`config.mk`:
```
export PLATFORM = sky130hd
export DESIGN_NAME = rcv_fifo_ctrl
export DESIGN_NICKNAME = d
export VERILOG_FILES = /design/src/rtl/rcv_fifo_ctrl.sv
export SDC_FILE = /design/constraint.sdc
export NUM_CORES = 1
export LEC_CHECK = 0
export ABC_CLOCK_PERIOD_IN_PS = 2410
export BUFFER_PORTS_ARGS = -buffer_cell sky130_fd_sc_hd__buf_2
export CAP_MARGIN = 20
export CORE_ASPECT_RATIO = 1.2
export CORE_MARGIN = 2
export CORE_UTILIZATION = 25
export DETAILED_ROUTE_END_ITERATION = 16
export SLEW_MARGIN = 40
export SYNTH_ARGS = -nofsm -noshare
export SYNTH_HDL_FRONTEND = slang
export SYNTH_SLANG_ARGS = --single-unit
```
`constraint.sdc`:
```
create_clock -name clk -period 2.41 [get_ports clk]
set_input_delay 0.1205 -clock clk [delete_from_list [all_inputs] [get_ports clk]]
set_output_delay 0.1205 -clock clk [all_outputs]
set_load 0.1 [all_outputs]
```
`src/rtl/rcv_fifo_ctrl.sv`:
```
// Receive FIFO control: round-robin enqueue arbitration (A/B), head/tail pointers
// with wrap toggles, status flags and a one-cycle flush. Optional RCV_FIFO_ERR_FLAGS_EN.
module rcv_fifo_ctrl #(
   parameter  int DEPTH = 3,
   localparam int PTR_W = $clog2(DEPTH)
) (
   input  logic             clk,
   input  logic             n_rst,
   input  logic             enq_req_a,
   input  logic             enq_req_b,
   input  logic             rcv_deq,
   input  logic             flush,
`ifdef RCV_FIFO_ERR_FLAGS_EN
   input  logic             err_clr,
   output logic             ovf_err,
   output logic             udf_err,
`endif
   output logic             grant_a,
   output logic             grant_b,
   output logic             wr_en,
   output logic             wr_sel,
   output logic [PTR_W-1:0] wr_ptr,
   output logic [PTR_W-1:0] rd_ptr,
   output logic             full,
   output logic             empty,
   output logic [PTR_W:0]   count,
   output logic             busy
);

   typedef enum logic {RUN, FLUSH} state_e;

   localparam logic [PTR_W-1:0] PTR_LAST = PTR_W'(DEPTH - 1);
   localparam logic [PTR_W:0]   DEPTH_C  = (PTR_W+1)'(DEPTH);

   state_e           state_q, state_d;
   logic [PTR_W-1:0] head_q, head_d, tail_q, tail_d;
   logic             head_tog_q, head_tog_d, tail_tog_q, tail_tog_d;
   logic             last_grant_q, last_grant_d;   // 0 = A, 1 = B
   logic             busy_q, busy_d;
   logic             run, ptr_eq, can_enq, deq_ok;

   assign run    = (state_q == RUN) & n_rst;
   assign ptr_eq = (head_q == tail_q);
   assign empty  = ptr_eq & (head_tog_q == tail_tog_q);
   assign full   = ptr_eq & (head_tog_q != tail_tog_q);
   assign count  = (head_tog_q == tail_tog_q) ? ({1'b0, tail_q} - {1'b0, head_q})
                                              : (DEPTH_C - {1'b0, head_q} + {1'b0, tail_q});

   // On contention the requester that did not win last time is granted.
   assign can_enq = run & ~full;
   assign grant_a = can_enq & enq_req_a & (~enq_req_b | last_grant_q);
   assign grant_b = can_enq & enq_req_b & (~enq_req_a | ~last_grant_q);
   assign wr_en   = grant_a | grant_b;
   assign wr_sel  = grant_b;
   assign wr_ptr  = tail_q;
   assign rd_ptr  = head_q;
   assign busy    = busy_q;
   assign deq_ok  = run & rcv_deq & ~empty;

   always_comb begin
      state_d      = state_q;
      head_d       = head_q;
      tail_d       = tail_q;
      head_tog_d   = head_tog_q;
      tail_tog_d   = tail_tog_q;
      last_grant_d = last_grant_q;
      if (wr_en) begin
         last_grant_d = grant_b;
         if (tail_q == PTR_LAST) begin
            tail_d     = '0;
            tail_tog_d = ~tail_tog_q;
         end else begin
            tail_d = tail_q + PTR_W'(1);
         end
      end
      if (deq_ok) begin
         if (head_q == PTR_LAST) begin
            head_d     = '0;
            head_tog_d = ~head_tog_q;
         end else begin
            head_d = head_q + PTR_W'(1);
         end
      end
      case (state_q)
         RUN:   if (flush) state_d = FLUSH;
         FLUSH: begin
            state_d    = RUN;
            head_d     = '0;
            tail_d     = '0;
            head_tog_d = 1'b0;
            tail_tog_d = 1'b0;
         end
         default: state_d = RUN;
      endcase
      busy_d = (state_d == FLUSH);
   end

   always_ff @(posedge clk or negedge n_rst) begin
      if (!n_rst) begin
         state_q      <= RUN;
         head_q       <= '0;
         tail_q       <= '0;
         head_tog_q   <= 1'b0;
         tail_tog_q   <= 1'b0;
         last_grant_q <= 1'b1;
         busy_q       <= 1'b0;
      end else begin
         state_q      <= state_d;
         head_q       <= head_d;
         tail_q       <= tail_d;
         head_tog_q   <= head_tog_d;
         tail_tog_q   <= tail_tog_d;
         last_grant_q <= last_grant_d;
         busy_q       <= busy_d;
      end
   end

`ifdef RCV_FIFO_ERR_FLAGS_EN
   logic ovf_q, ovf_d, udf_q, udf_d;

   always_comb begin
      ovf_d = ovf_q | (run & (enq_req_a | enq_req_b) & full);
      udf_d = udf_q | (run & rcv_deq & empty);
      if (err_clr | flush) begin
         ovf_d = 1'b0;
         udf_d = 1'b0;
      end
   end

   always_ff @(posedge clk or negedge n_rst) begin
      if (!n_rst) begin
         ovf_q <= 1'b0;
         udf_q <= 1'b0;
      end else begin
         ovf_q <= ovf_d;
         udf_q <= udf_d;
      end
   end

   assign ovf_err = ovf_q;
   assign udf_err = udf_q;
`endif

endmodule
```
### Word-level counts from Yosys, hierarchy flattened

Index checks and enable logic that the tools add are counted.

* add/sub/neg operators: 5
* multipliers: 0
* divide/modulo/power cells: 0
* order comparisons: 0
* equal/unequal tests: 5
* shifts and indexed selects: 0
* muxes and demuxes: 15
* bitwise operators: 21
* reduce and logical (&&, ||, !) cells: 6

Operators by type and width (number)
* $mux W2: 6
* $and A1 B1 Y1: 10
* $not A1 Y1: 8
* $reduce_bool A2 Y1: 4
* $mux W1: 7
* $add A2 B1 Y2 const B: 2
* $eq A2 B2 Y1 const B: 2
* $reduce_and A2 Y1: 2
* $add A3 B2 Y3: 1
* $mux W3: 1
* $or A1 B1 Y1: 3
* $sub A2 B2 Y3: 1
* $sub A2 B2 Y3 const A: 1
* $eq A2 B2 Y1: 1
* $pmux W1 S2: 1
* $eq A1 B1 Y1: 1
* $ne A1 B1 Y1: 1

* flip-flop bits (word level): 8
* latch bits: 0
* RAM bits: 0
* bits in read-only memories: 0
* bits of input ports: 6
* output and inout bits: 14
* logic and storage cells: 58
* memories kept: 0

### Depth between registers and ports, before layout

Gate-level depths: netlist of the first run.

* depth after elaboration: 9
* mapped depth: 7
* gate-level depth less buffers: 6

### Worst setup path before layout of the first run

No wires, ideal clock.

* kind: flip-flop to output port
* from: register head_q[0], in the netlist rd_ptr[0]
* to: output port count[1]
* arrival: 3.350 ns
* required time: 2.289 ns
* setup slack: -1.061 ns
* cell stages (with the launch flop): 6
* path buffers: 0
* path through: dfrtp_1 -> inv_1 -> ha_1 -> inv_1 -> fa_1 -> mux2i_1

* cells in the longest elaborated chain, start to end: 3

Ends and longest elaborated chain
* from (decl): RTL line 36 `logic [PTR_W-1:0] head_q, head_d, tail_q, tail_d;`
* from (signal assigned): RTL line 101 `head_q <= '0;`
* from (signal assigned): RTL line 109 `head_q <= head_d;`
* $sub A2 B2 Y3: RTL line 47 `: (DEPTH_C - {1'b0, head_q} + {1'b0, tail_q});`
* $add A3 B2 Y3: RTL line 47
* $mux W3 *: RTL line 46 `assign count = (head_tog_q == tail_tog_q) ? ({1'b0, tail_q} - {1'b0, head_q})`
* to (decl): RTL line 26 `output logic [PTR_W:0] count,`

Mark *: on every way between the ends. The rest lies on a longest branch, timed or not.

### Final worst setup path of the first run

* from: register tail_q[0], in the netlist wr_ptr[0]
* to: output port grant_b

* cells in the longest elaborated chain, start to end: 6

Ends and longest elaborated chain
* from (decl): RTL line 36
* from (signal assigned): RTL line 110 `tail_q <= tail_d;`
* $eq A2 B2 Y1: RTL line 43 `assign ptr_eq = (head_q == tail_q);`
* $and A1 B1 Y1: RTL line 45 `assign full = ptr_eq & (head_tog_q != tail_tog_q);`
* $not A1 Y1: RTL line 50 `assign can_enq = run & ~full;`
* $and A1 B1 Y1: RTL line 50
* $and A1 B1 Y1 (2 in a row): RTL line 52 `assign grant_b = can_enq & enq_req_b & (~enq_req_a | ~last_grant_q);`
* to (decl): RTL line 19 `output logic grant_b,`

Every way passes these cells.

==> PnR_summary.wiki, run 1 <==
{| class="wikitable"
! Metric !! Value
|-
| Synthesized instance count || 59
|-
| Starting density of the core || 0.266
|-
| Async S/R FF share, synth || 1.00
|-
| Result of the run || finished, final reports clean
|-
| Final-layout setup total negative slack || 0 ns
|-
| Post-synth cell types || 24
|-
| Required time of the critical path || 2.29 ns
|-
| Wire length per cell || 10.4 um
|-
| Crit path max-delay family || simple AND/OR/NAND/NOR gates
|-
| Crit. End Element || output pin
|-
| Drt pass-1 iters || 5
|-
| Final layout net count || 94
|-
| Unrepaired setup endpoints after global routing || no
|-
| Ports placed on the boundary || 20
|-
| Max incr delay on CP || 0.49 ns
|-
| H-tree level count || 1
|-
| Buffers & Inverters on Critical Path || 2
|-
| Number of buffers added on ports || 19
|-
| Critical Path Slowest Stage Cell || dfrtp_4
|-
| Diode count || 0
|-
| Category of the critical setup timing path || register to output pin
|-
| Slew headroom || 0.655
|-
| Pin count of the biggest net entering global routing || 11
|-
| Die footprint || 2620 um^2
|-
| Floorplan row count || 18
|-
| GR Util All Layers || 0.104
|-
| Vias/cell || 4.25
|-
| Number of buffers inserted during clock tree synthesis || 3
|-
| Layout cell share with drive strength beyond 1 || 0.476
|-
| Root Buffer || clkbuf_4
|-
| Worst-Skew Late Latency || 0.25 ns
|-
| Type of origin of the critical path || register
|-
| Post-route antenna net violation count || 0
|-
| Endpoints failing hold || 0
|-
| Setup-violating endpoint count in the final report || 0
|-
| Arrival time at the worst endpoint || 2.08 ns
|-
| Core area || 2090 um^2
|-
| Routed Wire Length || 1.17 mm
|-
| Synthesized cell area || 557 um^2
|-
| Maximum clock rate || 455 MHz
|-
| Yosys reg bits || 8
|-
| Most instantiated flip-flop cell in the synthesis netlist || dfrtp_1
|-
| Crit-path max FO || 5
|-
| Max-slew violations || 0
|-
| Share of the yosys chip area belonging to registers || 0.362
|-
| CTS sink cnt || 8
|-
| Count of flip-flops with a built-in enable after synthesis || 0
|-
| Die extent in y || 55.7 um
|-
| Number of vias after detailed routing || 476
|-
| Clock slew seen by the registers of the worst setup and hold paths || 0.05 ns
|-
| Number of global-route vias before repair || 455
|-
| Initial antenna violation count || 0
|-
| Max-capacitance violation count || 0
|-
| Avg Cell Area, Syn || 9.44 um^2
|-
| Count of unresolved DRC violations after routing || 0
|-
| Starting DRT DRC Count || 7
|-
| Path category of the worst min-delay check || input port to register
|-
| Slew at the pin with the worst max-slew slack || 0.517 ns
|-
| Final weighted congestion of routability-driven global placement || 0.739
|-
| Fin crit share || 0.911
|-
| Setup Skew || 0.00407 ns
|-
| TritonCTS clock tree || done
|-
| Time the worst path needs with I/O delays and setup || 2.20 ns
|-
| Setup Fix Bufs, Post-CTS || 0
|-
| Layout area overhead || 42.0%
|-
| Global-route wire length before repair || 1.97 mm
|-
| Net count of the mapped netlist || 70
|-
| Detailed placer's ending HPWL || 946 um
|-
| Die Wd || 47.1 um
|-
| Max Buffers Root-to-Sink || 2
|-
| GR Overflow Total || 0
|-
| CP Cell Sequence || inv_1 > ha_1 > nand2_2 > o21ai_1 > nor2_1 > and2_4 > clkbuf_4
|-
| Number of warnings reported in the yosys synthesis log || 0
|}
## layout make-up
type	count	area (um^2)
Multi-Input combinational cell	43	375
Clock buffer	4	26.3
Sequential cell	8	211
Timing Repair Buffer	20	110
Inverter	7	30.0
Fill cell	218	1300
Tap cell	30	37.5
## cells in the final DEF (no fill, tap or decap), types with 2 or more instances in the layout
master,Yosys,layout
nor2_2,0,3
dfrtp_4,0,2
o31ai_1,2,2
ha_1,3,3
nor2_1,8,5
or3_1,3,3
nand2_1,4,3
a21oi_1,3,2
mux2i_1,3,2
fa_1,2,2
dfrtp_2,0,2
buf_2,0,17
nor2b_1,2,2
dfrtp_1,7,3
clkbuf_4,0,5
o21ai_0,2,2
inv_1,7,6
## synthesized netlist by cell type (2+ instances only)
cell,number,share of area
nor2_1,8,0.054
dfrtp_1,7,0.31
inv_1,7,0.047
nand2_1,4,0.027
a21oi_1,3,0.027
ha_1,3,0.067
mux2i_1,3,0.054
or3_1,3,0.034
fa_1,2,0.072
nor2b_1,2,0.022
o21ai_0,2,0.018
o31ai_1,2,0.027
xnor2_1,2,0.031
## layer usage
layer | vias to the layer above | track usage | wire length [um]
li1 | 246 | - | -
met4 | 0 | 0.0833 | 19
met3 | 2 | 0.0130 | 56
met5 | - | 0 | 0
met1 | 211 | 0.139 | 537
met2 | 17 | 0.143 | 554
## registers in the layout (all words and copies together), names as in the netlist
register,cells
rd_ptr,2
wr_ptr,2
busy,1
head_tog_q,1
last_grant_q,1
tail_tog_q,1
## stage by stage
stage               utilization  setup slack [ns]  hold slack [ns]  area, um^2  cells
floorplan                     -            0.0343           -0.175         624     59
global placement          0.358             0.420         -0.00566         749    107
detailed placement        0.358             0.373         -0.00620         749    107
CTS                       0.375            0.0889           0.0710         786    112
global route              0.378            0.0662            0.112         791    112
finish                    0.378             0.213           0.0830         791    112
## what timing repair did
item / in CTS / in global routing
endpoints found under the setup margin: 0 / 2
hold endpoints to repair: 8 / 0
hold buffers: 1 / 0
resized for setup: 0 / 2
## final timing paths
kind | from | endpoint | slack (ns) | depth (start not counted)
min | flush | busy$_DFF_PN0_ | 0.08 | 2
min in group asynchronous | n_rst | rd_ptr[1]$_DFFE_PN0P_ | 0.25 | 2
min reg2reg | last_grant_q$_DFFE_PN1P_ | last_grant_q$_DFFE_PN1P_ | 0.53 | 1
max in group asynchronous | n_rst | last_grant_q$_DFFE_PN1P_ | 1.90 | 2
max reg2reg | wr_ptr[0]$_DFFE_PN0P_ | tail_tog_q$_DFFE_PN0P_ | 0.44 | 6
max | wr_ptr[0]$_DFFE_PN0P_ | grant_b | 0.21 | 7
## logic make-up (layout without fill, tap and decap cells)
kind of cell,after synthesis,count (layout),synth area share
AND/OR/NAND/NOR,21,21,0.189
AO/OA/AOI/OAI,11,11,0.135
flip-flops,8,8,0.362
buffers and inverters,8,31,0.0607
adder cells (fa/ha/maj),5,5,0.139
XOR/XNOR,3,3,0.0607
multiplexers,3,3,0.0539
Power of run 1 is not shown: default switching activity piles up to over one toggle a cycle in this logic, so the estimate is an artifact.
==> run 2: changes to the inputs <==
CORE_MARGIN = 5   (was 2)
SLEW_MARGIN = 20   (was 40)
==> PnR_summary.wiki, run 2 (synthesized netlist as in run 1, its figures left out) <==
{| class="wikitable"
! Metric !! Value
|-
| Unrepaired setup endpoints after global routing || yes
|-
| Final weighted congestion of routability-driven global placement || 0.748
|-
| CTS sink cnt || 8
|-
| Die Wd || 53.1 um
|-
| R2R depth || 6
|-
| Crit-path max FO || 5
|-
| Setup Fix Bufs, Post-CTS || 0
|-
| TritonCTS clock tree || done
|-
| Global-route wire length before repair || 2.34 mm
|-
| Setup slack of the worst register-to-register path || 0.41 ns
|-
| Final layout net count || 94
|-
| Die footprint || 3270 um^2
|-
| Endpoint of the worst hold-timing path || busy$_DFF_PN0_
|-
| Setup-violating endpoint count in the final report || 0
|-
| Drt pass-1 iters || 1
|-
| Routed Wire Length || 1.40 mm
|-
| Max-capacitance violation count || 0
|-
| Worst-Skew Late Latency || 0.27 ns
|-
| Max-slew violations || 0
|-
| Arrival time at the worst endpoint || 2.20 ns
|-
| Vias/cell || 4.42
|-
| Pin count of the biggest net entering global routing || 11
|-
| Layout area overhead || 41.1%
|-
| Path category of the worst min-delay check || input port to register
|-
| Slew headroom || 0.658
|-
| Result of the run || finished, final reports clean
|-
| Commonest cells after routing, fill and taps aside || buf_2, inv_1, nor2_1
|-
| Core area || 2090 um^2
|-
| Post-CTS sizing || 0
|-
| Setup Skew || 0.0122 ns
|-
| GR Util All Layers || 0.104
|-
| Root Buffer || clkbuf_4
|-
| Wire length per cell || 12.5 um
|-
| Max Buffers Root-to-Sink || 2
|-
| Ports placed on the boundary || 20
|-
| Detailed placer's ending HPWL || 1.13 mm
|-
| Count of unresolved DRC violations after routing || 0
|-
| Time the worst path needs with I/O delays and setup || 2.32 ns
|-
| Number of buffers added on ports || 19
|-
| Fin crit share || 0.961
|-
| Startpoint of the lowest-slack register-to-register path || wr_ptr[0]$_DFFE_PN0P_
|-
| Initial antenna violation count || 0
|-
| Crit. End Element || output pin
|-
| Clock slew seen by the registers of the worst setup and hold paths || 0.06 ns
|-
| Endpoints failing hold || 0
|-
| End of the worst register-to-register path || tail_tog_q$_DFFE_PN0P_
|-
| Type of origin of the critical path || register
|-
| Required time of the critical path || 2.29 ns
|-
| GR Overflow Total || 0
|-
| Die extent in y || 61.7 um
|-
| Floorplan row count || 18
|-
| Number of stages on the worst hold path || 2
|-
| Category of the critical setup timing path || register to output pin
|-
| Starting density of the core || 0.266
|-
| Hold Crit Start || flush
|-
| Post-route antenna net violation count || 0
|-
| Number of global-route vias before repair || 528
|-
| Layout cell share with drive strength beyond 1 || 0.476
|-
| Number of vias after detailed routing || 495
|-
| Worst setup startpoint || wr_ptr[0]$_DFFE_PN0P_
|-
| H-tree level count || 1
|-
| Final-layout setup total negative slack || 0 ns
|-
| Maximum clock rate || 432 MHz
|-
| Slew at the pin with the worst max-slew slack || 0.513 ns
|-
| Starting DRT DRC Count || 0
|-
| Number of buffers inserted during clock tree synthesis || 3
|-
| Most common cell after layout, fill and taps aside || buf_2
|-
| Diode count || 0
|}
[run 2: cell count changes in the layout (fill, tap and decap cells not counted)]
cell | previous run | this run
buf_2 | 17 | 19
clkbuf_4 | 5 | 3
[run 2: routing by layer]
| layer | vias up | GRT usage | wire [um] |
|---|---|---|---|
| li1 | 247 | - | - |
| met2 | 15 | 0.156 | 687 |
| met5 | - | 0 | 0 |
| met3 | 5 | 0.0263 | 62 |
| met1 | 228 | 0.121 | 598 |
| met4 | 0 | 0.0985 | 53 |
[run 2: how the worst max path moves through the flow]
| stage | end | slack [ns] | depth (start not counted) |
|---|---|---|---|
| after floorplan | count[2] | 0.03 | 3 |
| after global placement | grant_b | 0.42 | 7 |
| after detailed placement | wr_sel | 0.37 | 7 |
| after CTS | wr_sel | 0.07 | 7 |
| after global routing | grant_b | -0.04 | 7 |
| final | grant_b | 0.09 | 7 |
[run 2: per-stage QoR]
step / utilization / instance area, um^2 / std cells / setup WS, ns / hold WS (ns)
after floorplan: - / 624 / 59 / 0.0343 / -0.175
after global routing: 0.375 / 786 / 112 / -0.0385 / 0.105
after CTS: 0.375 / 786 / 112 / 0.0688 / 0.0733
final: 0.375 / 786 / 112 / 0.0935 / 0.0805
after detailed placement: 0.358 / 749 / 107 / 0.368 / -0.00113
after global placement: 0.358 / 749 / 107 / 0.421 / -0.00721
[run 2: final cells by class]
type                            instances  area (um^2)
Clock buffer                            4         26.3
Fill cell                             231         1310
Inverter                                7         30.0
Multi-Input combinational cell         43          375
Sequential cell                         8          211
Tap cell                               30         37.5
Timing Repair Buffer                   20          105
[run 2: critical path: stages (launching register included)]
cell,delay (ns)
dfrtp_4,0.50
inv_1,0.10
ha_1,0.28
nand2_2,0.17
o21ai_1,0.14
nor2_1,0.16
and2_4,0.16
buf_2,0.41
[run 2: what timing repair did]
action,4_1_cts,5_1_grt
setup endpoints to repair,0,2
hold endpoints to repair,8,0
hold buffers,1,0
Power of run 2 is left out for the same reason.
